### src/rtl/tls_intersection_ctrl.sv
// Two-direction intersection controller: NS/EW heads, all-red clearance and a protected pedestrian WALK phase.
// Optional emergency preemption is built when EMERG_PREEMPT_EN is defined.
module tls_intersection_ctrl #(
  parameter int unsigned W      = 4,
  parameter int unsigned DEF_G  = 4,
  parameter int unsigned DEF_Y  = 2,
  parameter int unsigned DEF_AR = 1,
  parameter int unsigned DEF_WK = 3
) (
  input  logic         clk,
  input  logic         reset,
  input  logic         set,
  input  logic         stop,
  input  logic [W-1:0] G_in,
  input  logic [W-1:0] Y_in,
  input  logic [W-1:0] AR_in,
  input  logic [W-1:0] WK_in,
  input  logic         ped_req,
`ifdef EMERG_PREEMPT_EN
  input  logic         emerg,
`endif
  output logic         ped_ack,
  output logic         ns_G,
  output logic         ns_Y,
  output logic         ns_R,
  output logic         ew_G,
  output logic         ew_Y,
  output logic         ew_R,
  output logic         walk
);

  typedef enum logic [2:0] {NS_G, NS_Y, ALL_R, WALK, EW_G, EW_Y} state_t;

  localparam logic [W-1:0] ONE = W'(1);

  state_t       state, state_n;
  logic [W-1:0] cnt, cnt_n;
  logic         next_ew, next_ew_n;
  logic         ped_pend, ped_pend_n;
  logic         ped_ack_n;
  logic [W-1:0] g_d, y_d, ar_d, wk_d;
  logic [W-1:0] g_n, y_n, ar_n, wk_n;
  logic [W-1:0] dur, dur_eff;
  logic         done;
  logic         run_normal;

  always_ff @(posedge clk or posedge reset) begin
    if (reset) begin
      state    <= NS_G;
      cnt      <= ONE;
      next_ew  <= 1'b1;
      ped_pend <= 1'b0;
      ped_ack  <= 1'b0;
      g_d      <= W'(DEF_G);
      y_d      <= W'(DEF_Y);
      ar_d     <= W'(DEF_AR);
      wk_d     <= W'(DEF_WK);
    end else begin
      state    <= state_n;
      cnt      <= cnt_n;
      next_ew  <= next_ew_n;
      ped_pend <= ped_pend_n;
      ped_ack  <= ped_ack_n;
      g_d      <= g_n;
      y_d      <= y_n;
      ar_d     <= ar_n;
      wk_d     <= wk_n;
    end
  end

  always_comb begin
    dur = g_d;
    unique case (state)
      NS_G, EW_G: dur = g_d;
      NS_Y, EW_Y: dur = y_d;
      ALL_R:      dur = ar_d;
      WALK:       dur = wk_d;
      default:    dur = g_d;
    endcase
    // A programmed zero still holds the phase for one tick.
    dur_eff = (dur == '0) ? ONE : dur;
    done    = (cnt >= dur_eff);
  end

  always_comb begin
    state_n    = state;
    cnt_n      = cnt;
    next_ew_n  = next_ew;
    ped_pend_n = ped_pend;
    ped_ack_n  = 1'b0;
    g_n        = g_d;
    y_n        = y_d;
    ar_n       = ar_d;
    wk_n       = wk_d;
    run_normal = 1'b0;

    if (set) begin
      g_n        = G_in;
      y_n        = Y_in;
      ar_n       = AR_in;
      wk_n       = WK_in;
      state_n    = NS_G;
      cnt_n      = ONE;
      next_ew_n  = 1'b1;
      ped_pend_n = 1'b0;
    end else begin
      if (ped_req && !ped_pend && state != WALK) begin
        ped_pend_n = 1'b1;
        ped_ack_n  = 1'b1;
      end
      if (!stop) begin
        run_normal = 1'b1;
`ifdef EMERG_PREEMPT_EN
        // Preemption overrides greens, clearance and walk; yellows still run to completion.
        if (emerg) begin
          unique case (state)
            NS_G:       begin state_n = NS_Y;  cnt_n = ONE; run_normal = 1'b0; end
            EW_G:       begin state_n = EW_Y;  cnt_n = ONE; run_normal = 1'b0; end
            ALL_R:      begin cnt_n = ONE; run_normal = 1'b0; end
            WALK:       begin state_n = ALL_R; cnt_n = ONE; run_normal = 1'b0; end
            default:    run_normal = 1'b1;
          endcase
        end
`endif
      end
    end

    if (run_normal) begin
      if (done) begin
        cnt_n = ONE;
        unique case (state)
          NS_G:  state_n = NS_Y;
          NS_Y:  begin state_n = ALL_R; next_ew_n = 1'b1; end
          EW_G:  state_n = EW_Y;
          EW_Y:  begin state_n = ALL_R; next_ew_n = 1'b0; end
          ALL_R: state_n = ped_pend ? WALK : (next_ew ? EW_G : NS_G);
          WALK:  begin
                   state_n    = next_ew ? EW_G : NS_G;
                   ped_pend_n = 1'b0;
                 end
          default: state_n = NS_G;
        endcase
      end else begin
        cnt_n = cnt + ONE;
      end
    end
  end

  always_comb begin
    ns_G = 1'b0; ns_Y = 1'b0; ns_R = 1'b0;
    ew_G = 1'b0; ew_Y = 1'b0; ew_R = 1'b0;
    walk = 1'b0;
    unique case (state)
      NS_G:    begin ns_G = 1'b1; ew_R = 1'b1; end
      NS_Y:    begin ns_Y = 1'b1; ew_R = 1'b1; end
      EW_G:    begin ew_G = 1'b1; ns_R = 1'b1; end
      EW_Y:    begin ew_Y = 1'b1; ns_R = 1'b1; end
      ALL_R:   begin ns_R = 1'b1; ew_R = 1'b1; end
      WALK:    begin ns_R = 1'b1; ew_R = 1'b1; walk = 1'b1; end
      default: begin ns_R = 1'b1; ew_R = 1'b1; end
    endcase
  end

endmodule

### config.mk
export PLATFORM = sky130hd
export DESIGN_NAME = tls_intersection_ctrl
export DESIGN_NICKNAME = d
export VERILOG_FILES = /design/src/rtl/tls_intersection_ctrl.sv
export SDC_FILE = /design/constraint.sdc
export NUM_CORES = 1
export LEC_CHECK = 0
export ABC_AREA = 1
export CORE_MARGIN = 4
export CORE_UTILIZATION = 30
export DETAILED_ROUTE_END_ITERATION = 12
export PLACE_DENSITY = 0.6
export SLEW_MARGIN = 20
export SYNTH_ARGS = -nofsm -noshare
export SYNTH_HDL_FRONTEND = slang
export SYNTH_SLANG_ARGS = --single-unit
### constraint.sdc
create_clock -name clk -period 2.1 [get_ports clk]
set_clock_uncertainty 0.1 [all_clocks]
set_input_delay 0.42 -clock clk [delete_from_list [all_inputs] [get_ports clk]]
set_output_delay 0.42 -clock clk [all_outputs]
set_load 0.005 [all_outputs]
==> reports/results.tsv <==
stage	metric	value	unit
sta	min_period_over_period	101	%
final_layout	final_area	2080	um2
clock_tree	root_buffer	clkbuf_8	
placement	place_ws	-0.0369	ns
global_route	grtUsageTotal	12.5	%
sta	min_period	2.12	ns
synthesis	yosysUniqueCellTypes	25	
clock_tree	cts.sinks	26	
floorplan	core_area	4410	um2
synthesis	ys_seq_elements	26	
synthesis	syn_nets	208	
routing	vias_per_cell	4.67	
final_layout	diodes	0	
clock_tree	clk_path_buf_depth	2	
setup_path	critPathLaunchType	flop	
final_layout	areaGrowthSynthToFinish	50.5	%
final_layout	regArea	659	um2
routing	wl_per_cell	12.7	um
setup_path	cp-end-kind	flop	
floorplan	die_y	75.9	um
sta	fmax	0.471	GHz
setup_path	arrival	2.24	ns
sta	fin_hold_ws	0.365	ns
clock_tree	clkSlewWorstSetupHoldPaths	0.09	ns
global_route	antenna_found_initial	0	
routing	route.detailed.drc	0	
floorplan	ioPinCount	29	
setup_path	worst_path_max_delay_cell	dfrtp_1	
placement	place_hpwl	2.59	mm
placement	place.gp.congestion	0.841	
global_route	grt_pass1_wl	6.07	mm
pwr	power_leakage	0.997	nW
worst_hold_path	hold_class	flop to flop	
synthesis	synth_cells	182	
outcome	outcome	finished, violations left	
final_layout	drive_gt1_share	30.1	%
flow_run	cap_violations	0	
placement	port_buffers	28	
final_layout	finalNetCount	256	
routing	vias	1311	
routing	antenna_left	0	
clock_tree	clk_latency	0.27	ns
setup_path	cp_top_family	simple AND/OR/NAND/NOR gates	
sta	slew_viol_final	0	
pwr	power_per_cell_area	940	nW/um2
sta	setup_viol	4	
synthesis	avgSynthCellArea	7.61	um2
setup_path	cp_max_fo	5	
sta	hold_viol	0	
global_route	grt_max_degree	27	
sta	fin_setup_tns	-0.0591	ns
clock_tree	hold_buffers	0	
routing	drt_iter0_drc	87	
setup_path	slowest_delay	0.43	ns
final_layout	multi_input_area	812	um2
pwr	irDropWorstVdd	0.378	mV
sta	rsz0062_at_grt	yes	
synthesis	seq_area_frac_synth	47.6	%
floorplan	die_area	5770	um2
routing	dr.pass1.iters	4	
clock_tree	cts_tree	done	
sta	slew_headroom	67.0	%
clock_tree	htree_levels	1	
setup_path	worstPathCellList	buf_6 -> nor2_4 -> inv_2 -> nand2_4 -> nor2_4 -> nor2_4 -> nand3_2 -> nand2_2 -> ha_4 -> nand3_4 -> nand3_4 -> buf_6 -> nand3_2 -> nand2_1 -> nand2_1	
final_layout	fin_cells	281	
floorplan	die_x	75.9	um
global_route	grt_pass1_vias	1334	
placement	place_area	1810	um2
sta	setup_ws	-0.0249	ns
placement	place_inst	271	
synthesis	yosysWarnings	0	
final_layout	fill_cells	450	
setup_path	required	2.22	ns
outcome	failed_checks	setup timing	
sta	worst_pin_slew	0.493	ns
floorplan	start_util	31.4	%
floorplan	rows	24	
clock_tree	cts_buffers	3	
routing	drt-total-wl	3.57	mm
setup_path	critical_path_class	flop to flop	
global_route	overflow	0	
setup_path	critPathBufInv	3	
synthesis	syn_area	1390	um2
setup_path	cp_common_cell	nor2_4	
repair_timing:
item                                    4_1_cts  5_1_grt
setup buffers                                 4        2
endpoints found under the setup margin       12       13
gates resized for setup                      14       37
pin swaps                                     3       17
cells in the mapped netlist:
master,count,area (um2)
nand2_1,66,248
nor2_1,20,75.1
dfrtp_1,19,475
inv_1,17,63.8
nand3_1,12,60.1
o21ai_0,10,50.1
dfstp_2,7,184
ha_1,5,62.6
clkbuf_1,4,15.0
nand4_1,3,18.8
a21oi_1,2,10.0
nor2_2,2,12.5
nor2_4,2,22.5
nor3_1,2,10.0
a31oi_1,1,6.26
inv_2,1,3.75
inv_4,1,6.26
nand2_2,1,6.26
nand2_4,1,11.3
nor4_1,1,6.26
o211ai_1,1,7.51
o22ai_1,1,6.26
or2_2,1,6.26
xnor2_1,1,8.76
xor2_1,1,8.76
cell type report:
cell class | instances | area share (%)
Multi-Input combinational cell | 133 | 39.0
Sequential cell | 26 | 31.6
Timing Repair Buffer | 47 | 20.6
Inverter | 19 | 3.54
Tap cell | 52 | 3.12
Clock buffer | 4 | 2.16
through the flow:
step	util, %	total power [W]
CTS	43.5	0.00169
floorplan	-	0.00104
global route	47.2	0.00212
global placement	41.1	0.00131
detailed placement	41.1	0.00132
finish	47.2	0.00196
worst reg2reg max path, stage by stage (launching register included):
cell     delay (ns)
dfrtp_1        0.43
buf_6          0.14
nor2_4         0.17
inv_2          0.08
nand2_4        0.11
nor2_4         0.05
nor2_4         0.12
nand3_2        0.08
nand2_2        0.09
ha_4           0.21
nand3_4        0.08
nand3_4        0.10
buf_6          0.16
nand3_2        0.05
nand2_1        0.05
nand2_1        0.05
report_power, final:
part / internal (W) / switching [W] / total [W]
registers: 0.000578 / 0.0000637 / 0.000642
logic: 0.000465 / 0.000568 / 0.00103
clock network: 0.000136 / 0.000150 / 0.000286
total: 0.00118 / 0.000782 / 0.00196
layer usage:
metal | GRT usage, % | routed length, um
met5 | 0 | 0
met2 | 19.6 | 1710
met4 | 3.20 | 46
met3 | 3.55 | 175
met1 | 16.7 | 1630
sequential cells by signal, indices dropped and copies added (netlist names):
name,cells
ar_d,4
cnt,4
g_d,4
next_ew,1
ped_ack,1
ped_pend,1
state,3
wk_d,4
y_d,4
placed cells by master, fill, tap and decap left out, types with 2 or more instances in the layout:
master           instances
dfrtp_1                 19
a21oi_2                  2
ha_4                     3
buf_6                    2
nor2_2                   6
o21ai_0                  6
nand3_2                  4
nor2_4                   8
nor3_1                   2
nor2_1                  10
inv_2                    3
nand2_2                  6
nand3_4                  2
dfstp_2                  7
dlygate4sd2_1            3
clkdlybuf4s50_1         24
ha_1                     2
clkbuf_8                 3
inv_1                   15
nand3_1                  6
buf_4                   17
nand4_1                  3
o21ai_1                  3
nand2_1                 60
nand2_4                  2
kinds of logic after synthesis:
kind of cell / synth area share [%]
and+or+nand+nor: 34.4
DFF: 47.6
buffers and inverters: 6.41
AOI/OAI and AO/OA: 5.78
adders and majority gates: 4.52
xor gates and xnor gates: 1.26
worst paths after layout:
kind / endpoint / from / cells after the start / slack [ns]
worst max-delay path: next_ew$_DFF_PP1_ / state[1]$_DFF_PP0_ / 15 / -0.02
worst min-delay path: ar_d[0]$_DFFE_PP1P_ / ar_d[0]$_DFFE_PP1P_ / 2 / 0.37
worst max register to register: next_ew$_DFF_PP1_ / state[1]$_DFF_PP0_ / 15 / -0.02
worst min register to register: ar_d[0]$_DFFE_PP1P_ / ar_d[0]$_DFFE_PP1P_ / 2 / 0.37
max in group asynchronous: wk_d[0]$_DFFE_PP1P_ / reset / 3 / 1.20
min in group asynchronous: g_d[0]$_DFFE_PP0P_ / reset / 3 / 0.40
No activity file was read; power rests on OpenSTA's default activity.
